==> src/rtl/bin2bcd_seq.sv <==
// bin2bcd_seq: multi-cycle binary-to-BCD converter, one double-dabble
// step per clock, valid/ready handshake on input and output.
// Ports:
//   clk, rst             clock, synchronous active-high reset
//   in_valid/in_ready    input handshake, bin_in carries the binary word
//   abort                cancel a conversion or a pending result
//   out_valid/out_ready  output handshake, bcd_out/ovf carry the result
//   busy                 high while shifting
module bin2bcd_seq #(
  parameter int BIN_W  = 8,
  parameter int DIGITS = 3
) (
  input  logic                  clk,
  input  logic                  rst,
  input  logic                  in_valid,
  output logic                  in_ready,
  input  logic [BIN_W-1:0]      bin_in,
  input  logic                  abort,
  output logic                  out_valid,
  input  logic                  out_ready,
  output logic [4*DIGITS-1:0]   bcd_out,
  output logic                  ovf,
  output logic                  busy
);

  localparam int BCD_W = 4 * DIGITS;
  localparam int CNT_W = $clog2(BIN_W + 1);
  localparam logic [CNT_W-1:0] LAST = CNT_W'(BIN_W - 1);

  typedef enum logic [1:0] {
    S_IDLE,
    S_SHIFT,
    S_DONE
  } state_t;

  state_t             r_state;
  logic [BIN_W-1:0]   r_sr;
  logic [BCD_W-1:0]   r_work;
  logic [BCD_W-1:0]   r_bcd;
  logic [CNT_W-1:0]   r_cnt;
  logic               r_sticky;
  logic               r_ovf;
  logic               r_in_ready;
  logic               r_busy;
  logic               r_out_valid;

  logic [BCD_W-1:0]   w_adj;
  logic [BCD_W-1:0]   w_next_work;
  logic               w_carry;

  // Add-3 correction on every digit that will reach 10+ after doubling.
  always_comb begin
    w_adj = r_work;
    for (int k = 0; k < DIGITS; k++) begin
      if (r_work[4*k +: 4] >= 4'd5) begin
        w_adj[4*k +: 4] = r_work[4*k +: 4] + 4'd3;
      end
    end
  end

  // The bit shifted out of the top digit means the value has passed
  // 10^DIGITS; the remaining digits still track value mod 10^DIGITS.
  assign w_next_work = {w_adj[BCD_W-2:0], r_sr[BIN_W-1]};
  assign w_carry     = w_adj[BCD_W-1];

  always_ff @(posedge clk) begin
    if (rst) begin
      r_state     <= S_IDLE;
      r_sr        <= '0;
      r_work      <= '0;
      r_bcd       <= '0;
      r_cnt       <= '0;
      r_sticky    <= 1'b0;
      r_ovf       <= 1'b0;
      r_in_ready  <= 1'b1;
      r_busy      <= 1'b0;
      r_out_valid <= 1'b0;
    end else begin
      case (r_state)
        S_IDLE: begin
          if (in_valid && !abort) begin
            r_sr       <= bin_in;
            r_work     <= '0;
            r_cnt      <= '0;
            r_sticky   <= 1'b0;
            r_state    <= S_SHIFT;
            r_in_ready <= 1'b0;
            r_busy     <= 1'b1;
          end
        end
        S_SHIFT: begin
          if (abort) begin
            r_state    <= S_IDLE;
            r_in_ready <= 1'b1;
            r_busy     <= 1'b0;
          end else begin
            r_work   <= w_next_work;
            r_sr     <= r_sr << 1;
            r_sticky <= r_sticky | w_carry;
            r_cnt    <= r_cnt + CNT_W'(1);
            if (r_cnt == LAST) begin
              r_bcd       <= w_next_work;
              r_ovf       <= r_sticky | w_carry;
              r_state     <= S_DONE;
              r_busy      <= 1'b0;
              r_out_valid <= 1'b1;
            end
          end
        end
        S_DONE: begin
          // Result stays put under backpressure; abort just drops it.
          if (abort || out_ready) begin
            r_state     <= S_IDLE;
            r_out_valid <= 1'b0;
            r_in_ready  <= 1'b1;
          end
        end
        default: begin
          r_state     <= S_IDLE;
          r_in_ready  <= 1'b1;
          r_busy      <= 1'b0;
          r_out_valid <= 1'b0;
        end
      endcase
    end
  end

  assign in_ready  = r_in_ready;
  assign busy      = r_busy;
  assign out_valid = r_out_valid;
  assign bcd_out   = r_bcd;
  assign ovf       = r_ovf;

endmodule

==> config.mk <==
export PLATFORM = sky130hd
export DESIGN_NAME = bin2bcd_seq
export DESIGN_NICKNAME = d
export VERILOG_FILES = /design/src/rtl/bin2bcd_seq.sv
export SDC_FILE = /design/constraint.sdc
export NUM_CORES = 1
export LEC_CHECK = 0
export CORE_UTILIZATION = 41
export DETAILED_ROUTE_END_ITERATION = 7
export PLACE_DENSITY = 0.71
export SETUP_SLACK_MARGIN = 0.02
export SYNTH_ARGS = -nofsm -noshare
export SYNTH_HDL_FRONTEND = slang
export SYNTH_SLANG_ARGS = --single-unit
==> constraint.sdc <==
create_clock -name clk -period 2.35 [get_ports clk]
set_clock_uncertainty 0.05 [all_clocks]
set_input_delay 0.705 -clock clk [delete_from_list [all_inputs] [get_ports clk]]
set_output_delay 0.705 -clock clk [all_outputs]
set_load 0.05 [all_outputs]
; Yosys cells after proc, flatten, opt, wreduce, memory -nomap -nowiden
; Index checks and enable logic that the tools add are counted.
[op_classes]
addsub = 4
magnitude_cmp = 3
eq_ne = 9
muxes = 31
bitwise = 4
n_reduce_logical = 11
[op_table]
columns = cell, n
row1 = $mux W12, 2
row2 = $pmux W12 S2, 1
row3 = $mux W4, 5
row4 = $mux W8, 2
row5 = $pmux W8 S2, 1
row6 = $reduce_and A3 Y1, 5
row7 = $add A4 B2 Y4 const B, 3
row8 = $ge A4 B3 Y1 const B, 3
row9 = $mux W1, 10
row10 = $ne A2 B2 Y1 const B, 5
row11 = $pmux W1 S3, 3
row12 = $mux W2, 4
row13 = $pmux W4 S2, 1
row14 = $pmux W2 S3, 1
row15 = $add A4 B1 Y4 const B, 1
row16 = $eq A4 B3 Y1 const B, 1
row17 = $reduce_and A4 Y1, 1
row18 = $ne A3 B3 Y1 const B, 1
row19 = $not A1 Y1, 3
row20 = $eq A2 B1 Y1 const B, 1
row21 = $eq A2 B2 Y1 const B, 1
row22 = $logic_not A2 Y1, 1
row23 = $pmux W1 S2, 1
row24 = $reduce_bool A2 Y1, 1
row25 = 4 further kinds, 4
[totals]
regBits = 43
in_bits = 13
output_inout_bits = 16
word_cells = 72

; Depth between registers and ports, before layout
; Gate-level depths: netlist of run 1.
[logic_depth]
depth_word = 5
depth_mapped = 6
ltp_nobuf = 6

; Least setup slack after synthesis of run 1
; Ideal clock, no wire load.
[synth_timing]
kind = input-to-reg
from = input port abort
to = register r_bcd[7], in the netlist bcd_out[7]
setup_time_ns = 0.091
t_arrival_ns = 1.623
t_required_ns = 2.209
slack_ns = 0.586
path_stages = 5
path_buffers = 2
cell_sequence = buf_2 nor3_4 buf_6 nor2_1 a311oi_1
[synth_via]
elab_chain_len = 2
[synth_rtl]
columns = item, line
row1 = from (decl), 18  ; input logic abort,
row2 = $not A1 Y1 (no line), n/a
row3 = $reduce_and A3 Y1 (no line), n/a
row4 = to (signal assigned), 102  ; r_bcd <= w_next_work;
row5 = to (decl), 39  ; logic [BCD_W-1:0] r_bcd;
; Every way passes these cells.
; A chain may end at the register's enable or synchronous reset.

; Final worst setup path of run 1
[layout_timing]
from = register r_bcd[0], in the netlist bcd_out[0]
to = output port bcd_out[0]
[layout_lines]
columns = item, line
row1 = to (decl), 21  ; output logic [4*DIGITS-1:0] bcd_out,
; No word-level cell between the ends.

==> metrics.md, run 1 <==
| Metric | Value |
|---|---|
| Main combinational cell family by area after synthesis | simple AND/OR/NAND/NOR gates |
| Setup CP Type | register to primary output |
| Total Nets Final | around 280 |
| Synth Area in Simple Gates | 0.219 |
| Final routed DRC violation total | 0 |
| Crit path buffers/inverters | 1 |
| Sequential Power Share | 0.538 |
| Clock Latency Late Sink | around 0.30 ns |
| Slowest cell on crit path | clkdlybuf4s50_1 |
| Most common cell after layout, fill and taps aside | dfxtp_1 |
| Sink Count | 43 |
| Fill cells | about 450 |
| Slew HR | 0.619 |
| CP top delay family | buffers and inverters |
| Comb power frac | 0.090 |
| Pint | 0.00107 W |
| Ant diodes | 0 |
| Core area | 4690 µm² |
| Die W | between 70 and 80 µm |
| Max_cap viols | 0 |
| Grt total ovfl | 0 |
| Clock group share of total power | 0.372 |
| Post-synthesis cell count | 220 |
| Crit path largest cell delay | about 0.8 ns |
| Required @ worst endpoint | about 1.6 ns |
| CP Capture Type | primary output |
| Period minus WS final | about 2.2 ns |
| Synth Warn # | 0 |
| P&R area growth vs syn | 24.3% |
| DR vias | 1647 |
| Vias in the first global route | 1498 |
| Initial antenna violation count | 0 |
| Layout cells sized above 1 | 0.0977 |
| Overall power | between 0.001 and 0.0015 W |
| Synth Area in Compound Gates | 0.186 |
| Number of buffers added on ports | 28 |
| Hold Vio Cnt, Final | 0 |
| Mapped Area | approximately 2000 µm² |
| Number of I/O pins | 29 |
| Type of origin of the critical path | register |
| First-pass GRT wire length | 6980 µm |
| Maximum VDD drop | between 300 and 400 µV |
| Final WL | a little over 4000 µm |
| Synthesized flop and latch total | between 40 and 50 |
| Worst hold margin | 0.425 ns |
| CTS H-tree lvls | 2 |
| Starting DRT DRC Count | between 60 and 70 |
| Clock tree buffer depth | 2 |
| Setup TNS | 0 ns |
| TritonCTS clock tree | yes |
| Chip Height | 71.8 µm |
| # rows | 25 |
| CP max FO | 2 |
| Largest net degree at the start of global routing | 19 |
| Post-CTS setup buffer count | 0 |
| Die area | around 5200 µm² |
| Final setup viols | 0 |
| Distinct cells, synth | 36 |
| Hold Buf Count CTS | 0 |
| Status | finished, final reports clean |
| Slew Viols, Final | 0 |
| Xor/xnor share of the synthesized area | 0.0219 |
| Clock transition at path regs | around 0.080 ns |
| Leakage | 0.986 nW |
| Min-delay worst type | register to register |
| Post-synthesis sequential area ratio | 0.431 |
| Top FF cell, synth | dfxtp_1 |
| Worst Tran Pin Value | about 0.57 ns |
| First-pass DRT Iterations | 6 |
| Post-synthesis mux area share | 0.0552 |
| Overall Global Routing Usage | 0.176 |
| Max Clock Freq | between 400 and 500 MHz |
| Switching power | approximately 0.00033 W |
| Num CTS Buffers | 5 |
| EDFF count, synth | 0 |
| Synth Area in Adders | 0.0439 |
| Switch share | 0.238 |
| PwrDens | 564 nW/µm² |
| Routed wire per std cell | between 10 and 15 µm |
| Final period util | 0.941 |
| Vias per inst | between 5 and 6 |
| HPWL Detailed | 2890 µm |
| Syn_nets | 240 |
| Most frequent cells in the layout | dfxtp_1 (43), nor2_1 (32), clkdlybuf4s50_1 (28) |
| Antenna Nets Post-Route | 0 |
| Unrepaired setup endpoints after global routing | false |
| CTS resizes | 0 |
| Async SR Flop Fraction | 0 |
| Gpl congestion | 0.839 |
| Data arrival time of the worst path | between 1 and 1.5 ns |
| Syn Area/Cell | approximately 9.1 µm² |
| Initial Utilization | 0.425 |
| Worst-path cell chain | clkdlybuf4s50_1 |
| Clock root buffer | clkbuf_8 |
final cells by class:
class                   count  area, µm²  area share
multi-input cells         159       1050       0.424
clock inverters             1       7.51     0.00303
well taps                  54       67.6      0.0272
repair buffers             38        368       0.148
flip-flops and latches     43        861       0.347
clock buffers               7       96.3      0.0388
inverters                   8       30.0      0.0121
final timing paths:
path / start / to / slack, ns / cells after the start
worst max-delay path: bcd_out[0]$_SDFFE_PP0P_ / bcd_out[0] / 0.14 / 1
worst min-delay path: r_sticky$_SDFFE_PP0P_ / r_sticky$_SDFFE_PP0P_ / 0.43 / 2
worst max register to register: r_cnt[0]$_SDFFE_PP0P_ / bcd_out[1]$_SDFFE_PP0P_ / 0.53 / 5
worst min register to register: r_sticky$_SDFFE_PP0P_ / r_sticky$_SDFFE_PP0P_ / 0.43 / 2
registers in the layout, indices dropped and copies added (netlist names):
signal	cells
bcd_out	12
r_work	12
r_sr	8
r_cnt	4
r_state	2
busy	1
in_ready	1
out_valid	1
ovf	1
r_sticky	1
stage by stage:
| step | instance area [µm²] | instances | util | worst slack (ns) |
|---|---|---|---|---|
| after CTS | 2480 | 310 | 0.529 | 0.126 |
| after floorplan | 2000 | 220 | - | 0.586 |
| after detailed placement | 2380 | 302 | 0.507 | 0.0184 |
| after global routing | 2480 | 310 | 0.529 | 0.0950 |
| final | 2480 | 310 | 0.529 | 0.138 |
| after global placement | 2380 | 302 | 0.507 | 0.0192 |
metal layers:
metal,routed length (µm),up-vias,GRT usage
li1,-,850,-
met1,2040,763,0.234
met2,1840,28,0.271
met3,173,6,0.0549
met4,58,0,0.0588
met5,0,-,0
power groups by stage:
stage	Combinational, W	Sequential (W)	Clock (W)
2_1_floorplan	0.0000658	0.000779	0
3_3_place_gp	0.000125	0.000770	0
3_5_place_dp	0.000126	0.000771	0
4_1_cts	0.000127	0.000754	0.000535
5_1_grt	0.000138	0.000756	0.000573
6_report	0.000126	0.000753	0.000521
logic make-up (layout without fill, tap and decap cells):
group	count (synthesis)	count (layout)
buf+inv	18	54
fa+ha+maj	7	7
mux	11	11
flops	43	43
xor+xnor	5	5
simple gates	81	81
compound gates	55	55
synthesized netlist by cell type, types with 7 or more instances:
| master | number | area [µm²] |
|---|---|---|
| ha_1 | 7 | 87.6 |
| mux2i_1 | 11 | 110 |
| a21oi_1 | 16 | 80.1 |
| o21ai_0 | 7 | 35.0 |
| nand2_1 | 11 | 41.3 |
| nor3b_1 | 9 | 67.6 |
| inv_1 | 8 | 30.0 |
| dfxtp_1 | 43 | 861 |
| nor2_1 | 32 | 120 |
| a211oi_1 | 11 | 82.6 |
No activity file was read; power rests on OpenSTA's default activity.
==> inputs of run 2 (changes only) <==
--- a/config.mk
+++ b/config.mk
@@ -9,6 +9,7 @@
 export DETAILED_ROUTE_END_ITERATION = 7
 export PLACE_DENSITY = 0.71
 export SETUP_SLACK_MARGIN = 0.02
+export SLEW_MARGIN = 15
 export SYNTH_ARGS = -nofsm -noshare
 export SYNTH_HDL_FRONTEND = slang
 export SYNTH_SLANG_ARGS = --single-unit
==> results of run 2 <==
No change in the layout: final DEF, timing and power equal those of run 1.
